**config.mk**
```make
export PLATFORM = sky130hd
export DESIGN_NAME = ife_block_arbiter_flat
export DESIGN_NICKNAME = d
export VERILOG_FILES = /design/src/rtl/ife_block_arbiter_if.sv /design/src/rtl/ife_block_arbiter.sv /design/src/flat_wrapper.sv
export SDC_FILE = /design/constraint.sdc
export NUM_CORES = 1
export LEC_CHECK = 0
export CORE_AREA = 2 2 273 275
export CTS_BUF_LIST = sky130_fd_sc_hd__clkbuf_4 sky130_fd_sc_hd__clkbuf_8
export CTS_CLUSTER_SIZE = 40
export DETAILED_ROUTE_END_ITERATION = 6
export DIE_AREA = 0 0 275 277
export GPL_ROUTABILITY_DRIVEN = 0
export PLACE_DENSITY = 0.4
export SLEW_MARGIN = 0
export SYNTH_ARGS = -nofsm -noshare
export SYNTH_HDL_FRONTEND = slang
export SYNTH_SLANG_ARGS = --single-unit
```
**constraint.sdc**
```tcl
create_clock -name clk -period 5.6 [get_ports clk]
set_clock_uncertainty 0.1 [all_clocks]
set_input_delay 0.56 -clock clk [delete_from_list [all_inputs] [get_ports clk]]
set_output_delay 0.56 -clock clk [all_outputs]
set_load 0.01 [all_outputs]
```
**src/rtl/ife_block_arbiter_if.sv**
```systemverilog
// Bundle of requester-side and queue-side signals for the IFE block arbiter.
// master = the arbiter itself, slave = producers/queue environment.
interface ife_block_arbiter_if #(
  parameter int NUM_REQ        = 4,
  parameter int BLOCK_ID_WIDTH = 8,
  parameter int INSTR_WIDTH    = 32,
  parameter int BLOCK_SIZE     = 4
);
  localparam int GRANT_W = $clog2(NUM_REQ);

  logic                                              flush;
  logic [NUM_REQ-1:0]                                req_valid;
  logic [NUM_REQ-1:0]                                req_ready;
  logic [NUM_REQ-1:0][BLOCK_ID_WIDTH-1:0]            req_block_id;
  logic [NUM_REQ-1:0][BLOCK_SIZE-1:0][INSTR_WIDTH-1:0] req_block;
  logic                                              q_valid;
  logic                                              q_ready;
  logic [BLOCK_ID_WIDTH-1:0]                         q_block_id;
  logic [BLOCK_SIZE-1:0][INSTR_WIDTH-1:0]            q_block;
  logic [GRANT_W-1:0]                                q_grant_idx;

  modport master (
    input  flush, req_valid, req_block_id, req_block, q_ready,
    output req_ready, q_valid, q_block_id, q_block, q_grant_idx
  );

  modport slave (
    output flush, req_valid, req_block_id, req_block, q_ready,
    input  req_ready, q_valid, q_block_id, q_block, q_grant_idx
  );
endinterface

```
**src/rtl/ife_block_arbiter.sv**
```systemverilog
// Round-robin arbiter feeding the IFE block queue through a single output register.
// Optional IFE_ARB_ID_STAMP_EN: stamp loaded blocks with a local wrapping id counter.
module ife_block_arbiter #(
  parameter int NUM_REQ        = 4,
  parameter int BLOCK_ID_WIDTH = 8,
  parameter int INSTR_WIDTH    = 32,
  parameter int BLOCK_SIZE     = 4
) (
  input  logic                clk,
  input  logic                rst,
  ife_block_arbiter_if.master bus
);
  localparam int GW = $clog2(NUM_REQ);

  logic                                   r_q_valid;
  logic [BLOCK_ID_WIDTH-1:0]              r_q_block_id;
  logic [BLOCK_SIZE-1:0][INSTR_WIDTH-1:0] r_q_block;
  logic [GW-1:0]                          r_q_grant_idx;
  logic [GW-1:0]                          r_rr_ptr;

  logic                      w_load_en;
  logic                      w_found;
  logic                      w_load;
  logic [GW-1:0]             w_win;
  logic [GW-1:0]             w_win_next;
  logic [NUM_REQ-1:0][GW-1:0] w_cand;
  logic [BLOCK_ID_WIDTH-1:0] w_sel_id;

  // Reset is folded in so req_ready is low while rst is held.
  assign w_load_en  = !rst && !bus.flush && (!r_q_valid || bus.q_ready);
  assign w_load     = w_load_en && w_found;
  assign w_win_next = (w_win == GW'(NUM_REQ - 1)) ? {GW{1'b0}} : (w_win + GW'(1));

  // Candidate index k of the scan order, starting at rr_ptr and wrapping at NUM_REQ.
  always_comb begin
    w_cand = '0;
    for (int k = 0; k < NUM_REQ; k++) begin
      if (({1'b0, r_rr_ptr} + (GW+1)'(k)) >= (GW+1)'(NUM_REQ)) begin
        w_cand[k] = GW'({1'b0, r_rr_ptr} + (GW+1)'(k) - (GW+1)'(NUM_REQ));
      end else begin
        w_cand[k] = GW'({1'b0, r_rr_ptr} + (GW+1)'(k));
      end
    end
  end

  // First valid requester in scan order wins.
  always_comb begin
    w_found = 1'b0;
    w_win   = {GW{1'b0}};
    for (int k = 0; k < NUM_REQ; k++) begin
      if (!w_found && bus.req_valid[w_cand[k]]) begin
        w_found = 1'b1;
        w_win   = w_cand[k];
      end else begin
        w_found = w_found;
        w_win   = w_win;
      end
    end
  end

  // One-hot acceptance strobe back to the winning producer.
  always_comb begin
    bus.req_ready = {NUM_REQ{1'b0}};
    if (w_load) begin
      bus.req_ready[w_win] = 1'b1;
    end else begin
      bus.req_ready = {NUM_REQ{1'b0}};
    end
  end

`ifdef IFE_ARB_ID_STAMP_EN
  logic [BLOCK_ID_WIDTH-1:0] r_id_cnt;

  // Id counter advances once per accepted block and wraps naturally.
  always_ff @(posedge clk or posedge rst) begin
    if (rst) begin
      r_id_cnt <= {BLOCK_ID_WIDTH{1'b0}};
    end else if (w_load) begin
      r_id_cnt <= r_id_cnt + BLOCK_ID_WIDTH'(1);
    end else begin
      r_id_cnt <= r_id_cnt;
    end
  end

  assign w_sel_id = r_id_cnt;
`else
  assign w_sel_id = bus.req_block_id[w_win];
`endif

  // Output register and round-robin pointer; flush drops the held block without loading.
  always_ff @(posedge clk or posedge rst) begin
    if (rst) begin
      r_q_valid     <= 1'b0;
      r_q_block_id  <= {BLOCK_ID_WIDTH{1'b0}};
      r_q_block     <= '0;
      r_q_grant_idx <= {GW{1'b0}};
      r_rr_ptr      <= {GW{1'b0}};
    end else if (bus.flush) begin
      r_q_valid <= 1'b0;
    end else if (w_load) begin
      r_q_valid     <= 1'b1;
      r_q_block_id  <= w_sel_id;
      r_q_block     <= bus.req_block[w_win];
      r_q_grant_idx <= w_win;
      r_rr_ptr      <= w_win_next;
    end else if (w_load_en) begin
      r_q_valid <= 1'b0;
    end else begin
      r_q_valid <= r_q_valid;
    end
  end

  assign bus.q_valid     = r_q_valid;
  assign bus.q_block_id  = r_q_block_id;
  assign bus.q_block     = r_q_block;
  assign bus.q_grant_idx = r_q_grant_idx;
endmodule

```
**src/flat_wrapper.sv**
```systemverilog
// flat-port wrapper written by rule: the top's interface ports become plain ports
module ife_block_arbiter_flat 
#(
  parameter int NUM_REQ        = 4,
  parameter int BLOCK_ID_WIDTH = 8,
  parameter int INSTR_WIDTH    = 32,
  parameter int BLOCK_SIZE     = 4
)
  (clk, rst, bus_flush, bus_req_valid, bus_req_block_id, bus_req_block, bus_q_ready, bus_req_ready, bus_q_valid, bus_q_block_id, bus_q_block, bus_q_grant_idx);
  ife_block_arbiter_if #(.NUM_REQ(NUM_REQ), .BLOCK_ID_WIDTH(BLOCK_ID_WIDTH), .INSTR_WIDTH(INSTR_WIDTH), .BLOCK_SIZE(BLOCK_SIZE)) bus_i ();
  input  logic clk;
  input  logic rst;
  input wire logic [$bits(bus_i.flush)-1:0] bus_flush;
  input wire logic [$bits(bus_i.req_valid)-1:0] bus_req_valid;
  input wire logic [$bits(bus_i.req_block_id)-1:0] bus_req_block_id;
  input wire logic [$bits(bus_i.req_block)-1:0] bus_req_block;
  input wire logic [$bits(bus_i.q_ready)-1:0] bus_q_ready;
  output wire logic [$bits(bus_i.req_ready)-1:0] bus_req_ready;
  output wire logic [$bits(bus_i.q_valid)-1:0] bus_q_valid;
  output wire logic [$bits(bus_i.q_block_id)-1:0] bus_q_block_id;
  output wire logic [$bits(bus_i.q_block)-1:0] bus_q_block;
  output wire logic [$bits(bus_i.q_grant_idx)-1:0] bus_q_grant_idx;
  assign bus_i.flush = bus_flush;
  assign bus_i.req_valid = bus_req_valid;
  assign bus_i.req_block_id = bus_req_block_id;
  assign bus_i.req_block = bus_req_block;
  assign bus_i.q_ready = bus_q_ready;
  assign bus_req_ready = bus_i.req_ready;
  assign bus_q_valid = bus_i.q_valid;
  assign bus_q_block_id = bus_i.q_block_id;
  assign bus_q_block = bus_i.q_block;
  assign bus_q_grant_idx = bus_i.q_grant_idx;
  ife_block_arbiter #(.NUM_REQ(NUM_REQ), .BLOCK_ID_WIDTH(BLOCK_ID_WIDTH), .INSTR_WIDTH(INSTR_WIDTH), .BLOCK_SIZE(BLOCK_SIZE)) u_core (.clk(clk), .rst(rst), .bus(bus_i));
endmodule
```
==> results of run 1 <==
## metrics by stage
stage          instance area [um^2]  hold WS [ps]  cells  setup WS [ps]
2_1_floorplan                  9580           415   1030           1140
3_3_place_gp                  17500           360   2559           1180
3_5_place_dp                  17500           364   2559           1180
4_1_cts                       17900           391   2591           1130
5_1_grt                       17900           429   2594            955
6_report                      17900           382   2595           1180
## worst min-delay path, cell delays in order (launching register included)
cell,delay (ps)
dfrtp_1,350
nand2_1,50
nand2_1,50
## flip-flops by register name, summed over array words and instances, names as in the netlist
register                cells
u_core.bus.q_valid          1
u_core.bus.q_block        128
u_core.bus.q_grant_idx      2
u_core.r_rr_ptr             2
u_core.bus.q_block_id       8
## routing by layer
| layer | GRT usage | up-vias | routed length (um) | share of wire |
|---|---|---|---|---|
| met5 | 0 | - | 13 | 0.00019 |
| met2 | 0.302 | 595 | 34300 | 0.50 |
| met3 | 0.0533 | 45 | 5830 | 0.086 |
| met4 | 0.0432 | 2 | 1090 | 0.016 |
| li1 | - | 5509 | - | - |
| met1 | 0.201 | 6272 | 26800 | 0.39 |
## layout by cell type (no fill, tap or decap), drive strengths merged, types with 3 or more instances in the layout
master	synthesis	layout
diode	0	4
a32o	135	135
clkbuf	132	18
nand4	136	136
dfrtp	141	141
a21oi	137	137
inv	3	5
nor2b	3	3
clkinvlp	0	3
and2	3	3
o31ai	135	135
buf	30	28
clkdlybuf4s50	0	694
nand2	10	10
nor2	6	6
a211o	134	134
clkinv	0	7
## cell families (layout without fill, tap and decap cells)
family,after synthesis,in the layout,synth area share
multiplexers,1,1,0.00104
buffers and inverters,165,757,0.0673
flip-flops,141,141,0.368
adder cells (fa/ha/maj),2,2,0.00261
other,0,4,0
AO/OA/AOI/OAI,550,550,0.450
AND/OR/NAND/NOR,171,171,0.111
## final cells by class
cell class              instances  area [um^2]
fillers                      7950        55700
repair buffers                722         7290
multi-input cells             724         5460
flip-flops and latches        141         3530
well taps                     969         1210
clock buffers                  18          241
clock inverters                14          143
inverters                       3         16.3
diodes                          4         10.0
## final timing paths
path,startpoint,endpoint,cells past startpoint
worst max-delay path,bus_req_valid[2],bus_req_ready[3],8
worst max register to register,u_core.r_rr_ptr[1],u_core.bus.q_block[33],7
worst min register to register,u_core.bus.q_grant_idx[1],u_core.bus.q_grant_idx[1],2
min in group asynchronous,rst,u_core.bus.q_block[71],2
max in group asynchronous,rst,u_core.bus.q_block[104],3
worst min-delay path,u_core.bus.q_grant_idx[1],u_core.bus.q_grant_idx[1],2
## power by group
part | internal (uW) | switching (uW)
Clock | 399 | 530
Combinational | 1790 | 1590
Sequential | 1430 | 272
==> results.json, run 1 <==
{
  "max_slew_margin": 0.226,
  "cts_setup_buffers": 0,
  "die_x_um": 275,
  "vias": 12400,
  "drive_above_1_share": 0.0456,
  "hold_viol": 0,
  "cts_tree": "built",
  "nNetsFinal": 2163,
  "ys_ff_latch": 141,
  "rsz0062_at_grt": "false",
  "r2r_slack_ps": 2020,
  "ir_drop_mv": 0.193,
  "synth_most_common_cell": "dfrtp_1",
  "path_max_fanout": 21,
  "synth_edf_count": 0,
  "synth_top_area_cell": "dfrtp_1",
  "finalPower_uw": 6010,
  "fmax_mhz": 226,
  "path_cells": "clkdlybuf4s50_1 -> mux2i_1 -> nor2_4 -> nor3_4 -> buf_4 -> ha_1 -> and2_1 -> clkdlybuf4s50_1",
  "grt_pass1_wl_mm": 96.2,
  "cts.sinks": 141,
  "syn_nets": 1584,
  "synth.avg_cell_area_um2": 9.30,
  "drt_pass1_iterations": 5,
  "hold_path_class": "flop to flop",
  "numPortBuffers": 694,
  "crit_path_start_kind": "primary input",
  "fin_util": 0.243,
  "path_buf_inv": 3,
  "synth-warning-count": 0,
  "setup_viol": 0,
  "ys_top_cells_by_area": "dfrtp_1 (37%), a32o_1 (14%), a211o_1 (12%)",
  "tightest_slew_ps": 1160,
  "outcome": "complete, no violations",
  "synth_area_um2": 9580,
  "seq_area_frac_synth": 0.368,
  "worstSetupEndpointType": "output port",
  "worst_path_max_delay_cell": "nor3_4",
  "synthToLayoutAreaGrowth_pct": 86.9,
  "grt_max_degree": 136,
  "ys.flop_type": "dfrtp_1",
  "clockBufferDepth": 2,
  "cap_violations": 0,
  "postSynthCellCount": 1030,
  "start_util": 0.130,
  "cts-root-buf": "clkbuf_8",
  "cp.arrival_ps": 3760,
  "chipHeight_um": 277,
  "ant_nets": 0,
  "worst_path_largest_cell_delay_ps": 940,
  "std_cell_rows": 100,
  "antenna_found_initial": 5,
  "die-area_um2": 76200,
  "synthDistinctLibCells": 37,
  "drt_iter0_drc": 872,
  "synth.top_cell.area_share": 0.368,
  "leakagePower_uw": 0.00716,
  "cts_resized": 0,
  "cp_common_cell": "clkdlybuf4s50_1",
  "routedWlPerCell_um": 26.2,
  "place_hpwl_mm": 45.7,
  "grt-ovfl-total": 0,
  "track_usage": 0.172,
  "layout_worst_path_cycle_share": 0.790,
  "clock_latency_ps": 530,
  "core_area_um2": 73600,
  "first_global_vias": 13100,
  "wl_mm": 68.0,
  "async_flop_share": 1.00,
  "setup_tns_ps": 0,
  "cellPowerDensity_nw_per_um2": 336,
  "htreeDepth": 4,
  "slew_violations": 0,
  "clk_pin_slew_ps": 100,
  "io-pin-count": 695,
  "hold_buffers": 0,
  "cts_buffers": 17,
  "drc_errors": 0,
  "vias_per_cell": 4.79,
  "yosys-top-cells-count": "dfrtp_1 (141), nand4_1 (136), a21oi_1 (135), a32o_1 (135), o31ai_1 (135)",
  "path_class": "primary input to output port",
  "required_ps": 4940,
  "crit_family": "buffers and inverters",
  "min_period_ps": 4420
}
Power figures use the tool's default switching activity.
==> run 2: changes to the inputs <==
--- a/config.mk
+++ b/config.mk
@@ -5,13 +5,13 @@
 export SDC_FILE = /design/constraint.sdc
 export NUM_CORES = 1
 export LEC_CHECK = 0
-export CORE_AREA = 2 2 273 275
+export CORE_AREA = 2 2 269 271
 export CTS_BUF_LIST = sky130_fd_sc_hd__clkbuf_4 sky130_fd_sc_hd__clkbuf_8
 export CTS_CLUSTER_SIZE = 40
 export DETAILED_ROUTE_END_ITERATION = 6
-export DIE_AREA = 0 0 275 277
+export DIE_AREA = 0 0 271 273
 export GPL_ROUTABILITY_DRIVEN = 0
-export PLACE_DENSITY = 0.4
+export PLACE_DENSITY = 0.42
 export SLEW_MARGIN = 0
 export SYNTH_ARGS = -nofsm -noshare
 export SYNTH_HDL_FRONTEND = slang
==> constraint.sdc (replaced) <==
create_clock -name clk -period 3.79 [get_ports clk]
set_clock_uncertainty 0.1 [all_clocks]
set_input_delay 0.379 -clock clk [delete_from_list [all_inputs] [get_ports clk]]
set_output_delay 0.379 -clock clk [all_outputs]
set_load 0.01 [all_outputs]
==> run 2 against run 1 <==
Hold slack got worse by 190 ps. Utilization increased by 1.3 points. Register-to-register slack got worse by 830 ps. Power increased by 52%. Clock power increased by 59%. Non-clock buffer count increased by 17. Cell area increased by 1.7%. Highest routed layer unchanged.
==> results.json, run 2 (synthesis gave the netlist of run 1 again) <==
{
  "grt_max_degree": 83,
  "cellPowerDensity_nw_per_um2": 502,
  "numPortBuffers": 694,
  "vias": 12700,
  "synthToLayoutAreaGrowth_pct": 90.2,
  "dp.cells": 2557,
  "clockBufferDepth": 2,
  "drive_above_1_share": 0.0555,
  "required_ps": 3310,
  "crit_family": "simple AND/OR/NAND/NOR gates",
  "std_cell_rows": 98,
  "fillers": 7541,
  "drt_pass1_iterations": 6,
  "worst_path_largest_cell_delay_ps": 490,
  "io-pin-count": 695,
  "die-area_um2": 74000,
  "worstSetupEndpointType": "output port",
  "hold_slack_ps": 188,
  "hold_path_class": "primary input to asynchronous set/reset pin",
  "cap_violations": 0,
  "most-common-layout-cells": "clkdlybuf4s50_1 (694), dfrtp_1 (141), nand4_1 (136)",
  "setup_tns_ps": 0,
  "path_class": "flop to output port",
  "grt-ovfl-total": 0,
  "path_buf_inv": 2,
  "start_util": 0.135,
  "layout_commonest_cell": "clkdlybuf4s50_1",
  "ant_nets": 0,
  "hold_viol": 0,
  "clock_latency_ps": 550,
  "antenna_found_initial": 20,
  "path_max_fanout": 8,
  "nNetsFinal": 2180,
  "htreeDepth": 4,
  "max_slew_margin": 0.469,
  "track_usage": 0.185,
  "drt_iter0_drc": 994,
  "hold_buffers": 0,
  "postLayoutCellArea_um2": 18200,
  "fmax_mhz": 292,
  "die_x_um": 271,
  "cts_tree": "built",
  "cp.arrival_ps": 2950,
  "setup_viol": 0,
  "drc_errors": 0,
  "cts.sinks": 141,
  "largest_reg_flops": 128,
  "ir_drop_mv": 0.274,
  "rsz0062_at_grt": "false",
  "vias_per_cell": 4.89,
  "fin_util": 0.257,
  "min_period_ps": 3430,
  "routedWlPerCell_um": 27.5,
  "chipHeight_um": 273,
  "cts_setup_buffers": 0,
  "layout_worst_path_cycle_share": 0.905,
  "outcome": "complete, no violations",
  "place_hpwl_mm": 50.1,
  "cts_buffers": 17,
  "worst_path_max_delay_cell": "nor3_4",
  "leakagePower_uw": 0.00730,
  "cts-root-buf": "clkbuf_8",
  "place_area_um2": 17800,
  "instances_no_fill": 2599,
  "core_area_um2": 71000,
  "path_cells": "mux2i_1 -> nor2_4 -> nor3_4 -> inv_1 -> ha_1 -> and2_1 -> clkdlybuf4s50_1",
  "crit_path_start_kind": "flop",
  "slew_violations": 0,
  "tightest_slew_ps": 790,
  "first_global_vias": 13000,
  "regArea_um2": 3530,
  "cts_resized": 0,
  "multi_input_area_um2": 5460,
  "grt_pass1_wl_mm": 100,
  "wl_mm": 71.4,
  "clk_pin_slew_ps": 100
}
[run 2: metrics by stage]
stage / total power [uW] / worst slack (ps)
4_1_cts: 9250 / 264
3_3_place_gp: 7680 / 473
2_1_floorplan: 4730 / 923
5_1_grt: 9640 / 206
3_5_place_dp: 7690 / 508
6_report: 9150 / 361
[run 2: worst register-to-register path, cell delays in order, from the launching register on]
cell	delay (ps)
dfrtp_1	430
mux2i_1	390
nor2_4	110
nor3_4	500
nor3_4	110
buf_4	180
buf_12	180
a211o_1	530
[run 2: layout make-up]
class | instances | share of cell area
multi-input cells | 724 | 0.300
inverters | 3 | 0.000824
repair buffers | 739 | 0.416
flip-flops and latches | 141 | 0.194
diodes | 10 | 0.00137
clock buffers | 20 | 0.0148
well taps | 950 | 0.0652
clock inverters | 12 | 0.00879
[run 2: final timing paths]
check	start	to	slack, ps	depth (start not counted)
setup / recovery	u_core.r_rr_ptr[1]	bus_req_ready[2]	360	7
hold / removal	rst	u_core.bus.q_block[124]	190	2
setup reg to reg	u_core.r_rr_ptr[1]	u_core.bus.q_block[41]	1190	7
hold reg to reg	u_core.bus.q_grant_idx[1]	u_core.bus.q_grant_idx[1]	380	2
max in group asynchronous	rst	u_core.bus.q_block[109]	2550	3
min in group clk	bus_req_block[9]	u_core.bus.q_block[9]	300	2
[run 2: power breakdown]
group	switching (uW)	internal, uW	total [uW]
registers	415	2110	2530
logic	2420	2710	5130
clock network	787	697	1480
[run 2: routing by layer]
layer | global-route usage | share of wire
met2 | 0.305 | 0.49
met3 | 0.0506 | 0.077
met4 | 0.0550 | 0.018
met5 | 0 | 0.0012
met1 | 0.236 | 0.42
==> RTL edit, RTL diff (flow settings as in run 1) <==
`BLOCK_ID_WIDTH` is set to 8 in 3 places; all go to 9.
--- a/src/rtl/ife_block_arbiter_if.sv
+++ b/src/rtl/ife_block_arbiter_if.sv
@@ -3,5 +3,5 @@
 interface ife_block_arbiter_if #(
   parameter int NUM_REQ        = 4,
-  parameter int BLOCK_ID_WIDTH = 8,
+  parameter int BLOCK_ID_WIDTH = 9,
   parameter int INSTR_WIDTH    = 32,
   parameter int BLOCK_SIZE     = 4
--- a/src/rtl/ife_block_arbiter.sv
+++ b/src/rtl/ife_block_arbiter.sv
@@ -3,5 +3,5 @@
 module ife_block_arbiter #(
   parameter int NUM_REQ        = 4,
-  parameter int BLOCK_ID_WIDTH = 8,
+  parameter int BLOCK_ID_WIDTH = 9,
   parameter int INSTR_WIDTH    = 32,
   parameter int BLOCK_SIZE     = 4
--- a/src/flat_wrapper.sv
+++ b/src/flat_wrapper.sv
@@ -3,5 +3,5 @@
 #(
   parameter int NUM_REQ        = 4,
-  parameter int BLOCK_ID_WIDTH = 8,
+  parameter int BLOCK_ID_WIDTH = 9,
   parameter int INSTR_WIDTH    = 32,
   parameter int BLOCK_SIZE     = 4
Interface: changed (resized bus_q_block_id and bus_req_block_id); port bits go from 695 to 700. The function was not compared with the original's and may differ.
==> RTL edit against run 1 <==
Core utilization fell by 0.78 points; first-iteration DRC count fell by 56%; power decreased by 6.1%; area after synthesis fell by 6.4%; sequential cell count is 1 higher; wire length is 22% lower; count of clock-buffer cells in the layout unchanged; final cell count is the same; setup slack better by 0.20 ns; final area decreased by 3.2%; via count decreased by 16%; highest routed layer unchanged.
==> RTL edit: results (changes against run 1) <==
outcome:
  status: "completed"  # unchanged
sta:
  worstMarginPinSlew_ns: 1.05  # was 1.16 ns
  min_period_ns: 4.23  # was 4.42 ns
logic_synthesis:
  synth_top_cells_by_count: "142 x dfrtp_1, 132 x nand2_1, 127 x and2_1"  # was 141 x dfrtp_1, 136 x nand4_1, 135 x a21oi_1, 135 x a32o_1, 135 x o31ai_1
  synth-main-ff-cell: "dfrtp_1"  # unchanged
  ys_seq_area_share_pct: 39.6  # was 36.8%
  synth_area_leaders: "dfrtp_1 40%, mux2i_1 14%, o211ai_1 10%"  # was dfrtp_1 37%, a32o_1 14%, a211o_1 12%
  synthesis.nets: 1529  # was 1584
  yosysWarnings: 0  # unchanged
placement:
  hpwl_mm: 38.7  # was 45.7 mm
  dp_slack_ns: 1.33  # was 1.18 ns
critical_path:
  crit_arrival_ns: 3.57  # was 3.76 ns
  rr_worst_depth: 8  # was 7
  worst-r2r-setup-slack_ns: 2.05  # was 2.02 ns
  crit_path_max_fanout: 16  # was 21
global_route:
  antenna_found_initial: 6  # was 5
  grt_pass1_wl_mm: 76.9  # was 96.2 mm
  grt_max_degree: 125  # was 136
  grt_pass1_vias: 11600  # was 13100
  grt_usage_pct: 13.6  # was 17.2%
min_path:
  min_path_type: "reg2reg"  # unchanged
drt:
  vias_per_cell: 4.02  # was 4.79
  avgRoutedWirePerCell_um: 20.5  # was 26.2 um
  drt_iter0_markers: 387  # was 872
power_and_ir_drop:
  leakage_nw: 6.50  # was 7.16 nW
  ir_drop_mv: 0.177  # was 0.193 mV
final_layout:
  drive_above_1_share_pct: 3.39  # was 4.56%
==> RTL edit: cells by family after synthesis <==
group / Yosys count / share of synthesized area, %
AOI/OAI and AO/OA: 314 / 24.5
adders and majority gates: 2 / 0.279
buffers and inverters: 98 / 5.36
DFF: 142 / 39.6
muxes: 125 / 14.0
and+or+nand+nor: 290 / 16.3
==> RTL edit: layout make-up <==
type / count / area [sq um]
antenna: 3 / 7.51
clock buffer: 18 / 241
clock inverter: 13 / 141
fill: 7925 / 56200
inverter: 4 / 27.5
multi-input combinational: 731 / 4970
sequential: 142 / 3550
tap: 969 / 1210
timing repair buffer: 715 / 7180
==> RTL edit: power breakdown <==
part           switching (W)  leakage, nW  total [W]  internal (W)
clock               0.000517        0.189   0.000918      0.000400
combinational        0.00136         4.55    0.00305       0.00170
sequential          0.000238         1.76    0.00167       0.00143
==> RTL edit: routing by layer <==
metal  GRT usage [%]  part of all wire [%]  up-vias
met2            24.7                    51      494
li1                -                     -     4912
met4            4.42                   1.9        2
met3            4.27                   8.4       37
met1            14.7                    38     4980
met5               0                 0.023        -
==> RTL edit: worst paths after layout <==
path                                      startpoint                   endpoint
max                                 bus_req_valid[2]           bus_req_ready[2]
min                        u_core.bus.q_grant_idx[1]  u_core.bus.q_grant_idx[1]
min reg2reg                u_core.bus.q_grant_idx[1]  u_core.bus.q_grant_idx[1]
min in group asynchronous                        rst         u_core.r_rr_ptr[0]
max in group asynchronous                        rst         u_core.bus.q_valid
max reg2reg                       u_core.r_rr_ptr[1]     u_core.bus.q_block[53]
==> RTL edit: through the flow <==
stage	area (sq um)	instances	util [%]
2_1_floorplan	8970	971	-
3_3_place_gp	16900	2561	23.0
3_5_place_dp	16900	2561	23.0
4_1_cts	17300	2592	23.6
5_1_grt	17300	2595	23.6
6_report	17300	2595	23.6
==> RTL edit: worst max-delay path, cell delays in order <==
cell,delay [ns]
clkdlybuf4s50_1,0.64
mux2i_1,0.15
o2bb2ai_1,0.80
nor2_1,0.19
buf_4,0.26
inv_8,0.15
ha_1,0.16
and2_1,0.12
clkdlybuf4s50_1,0.54
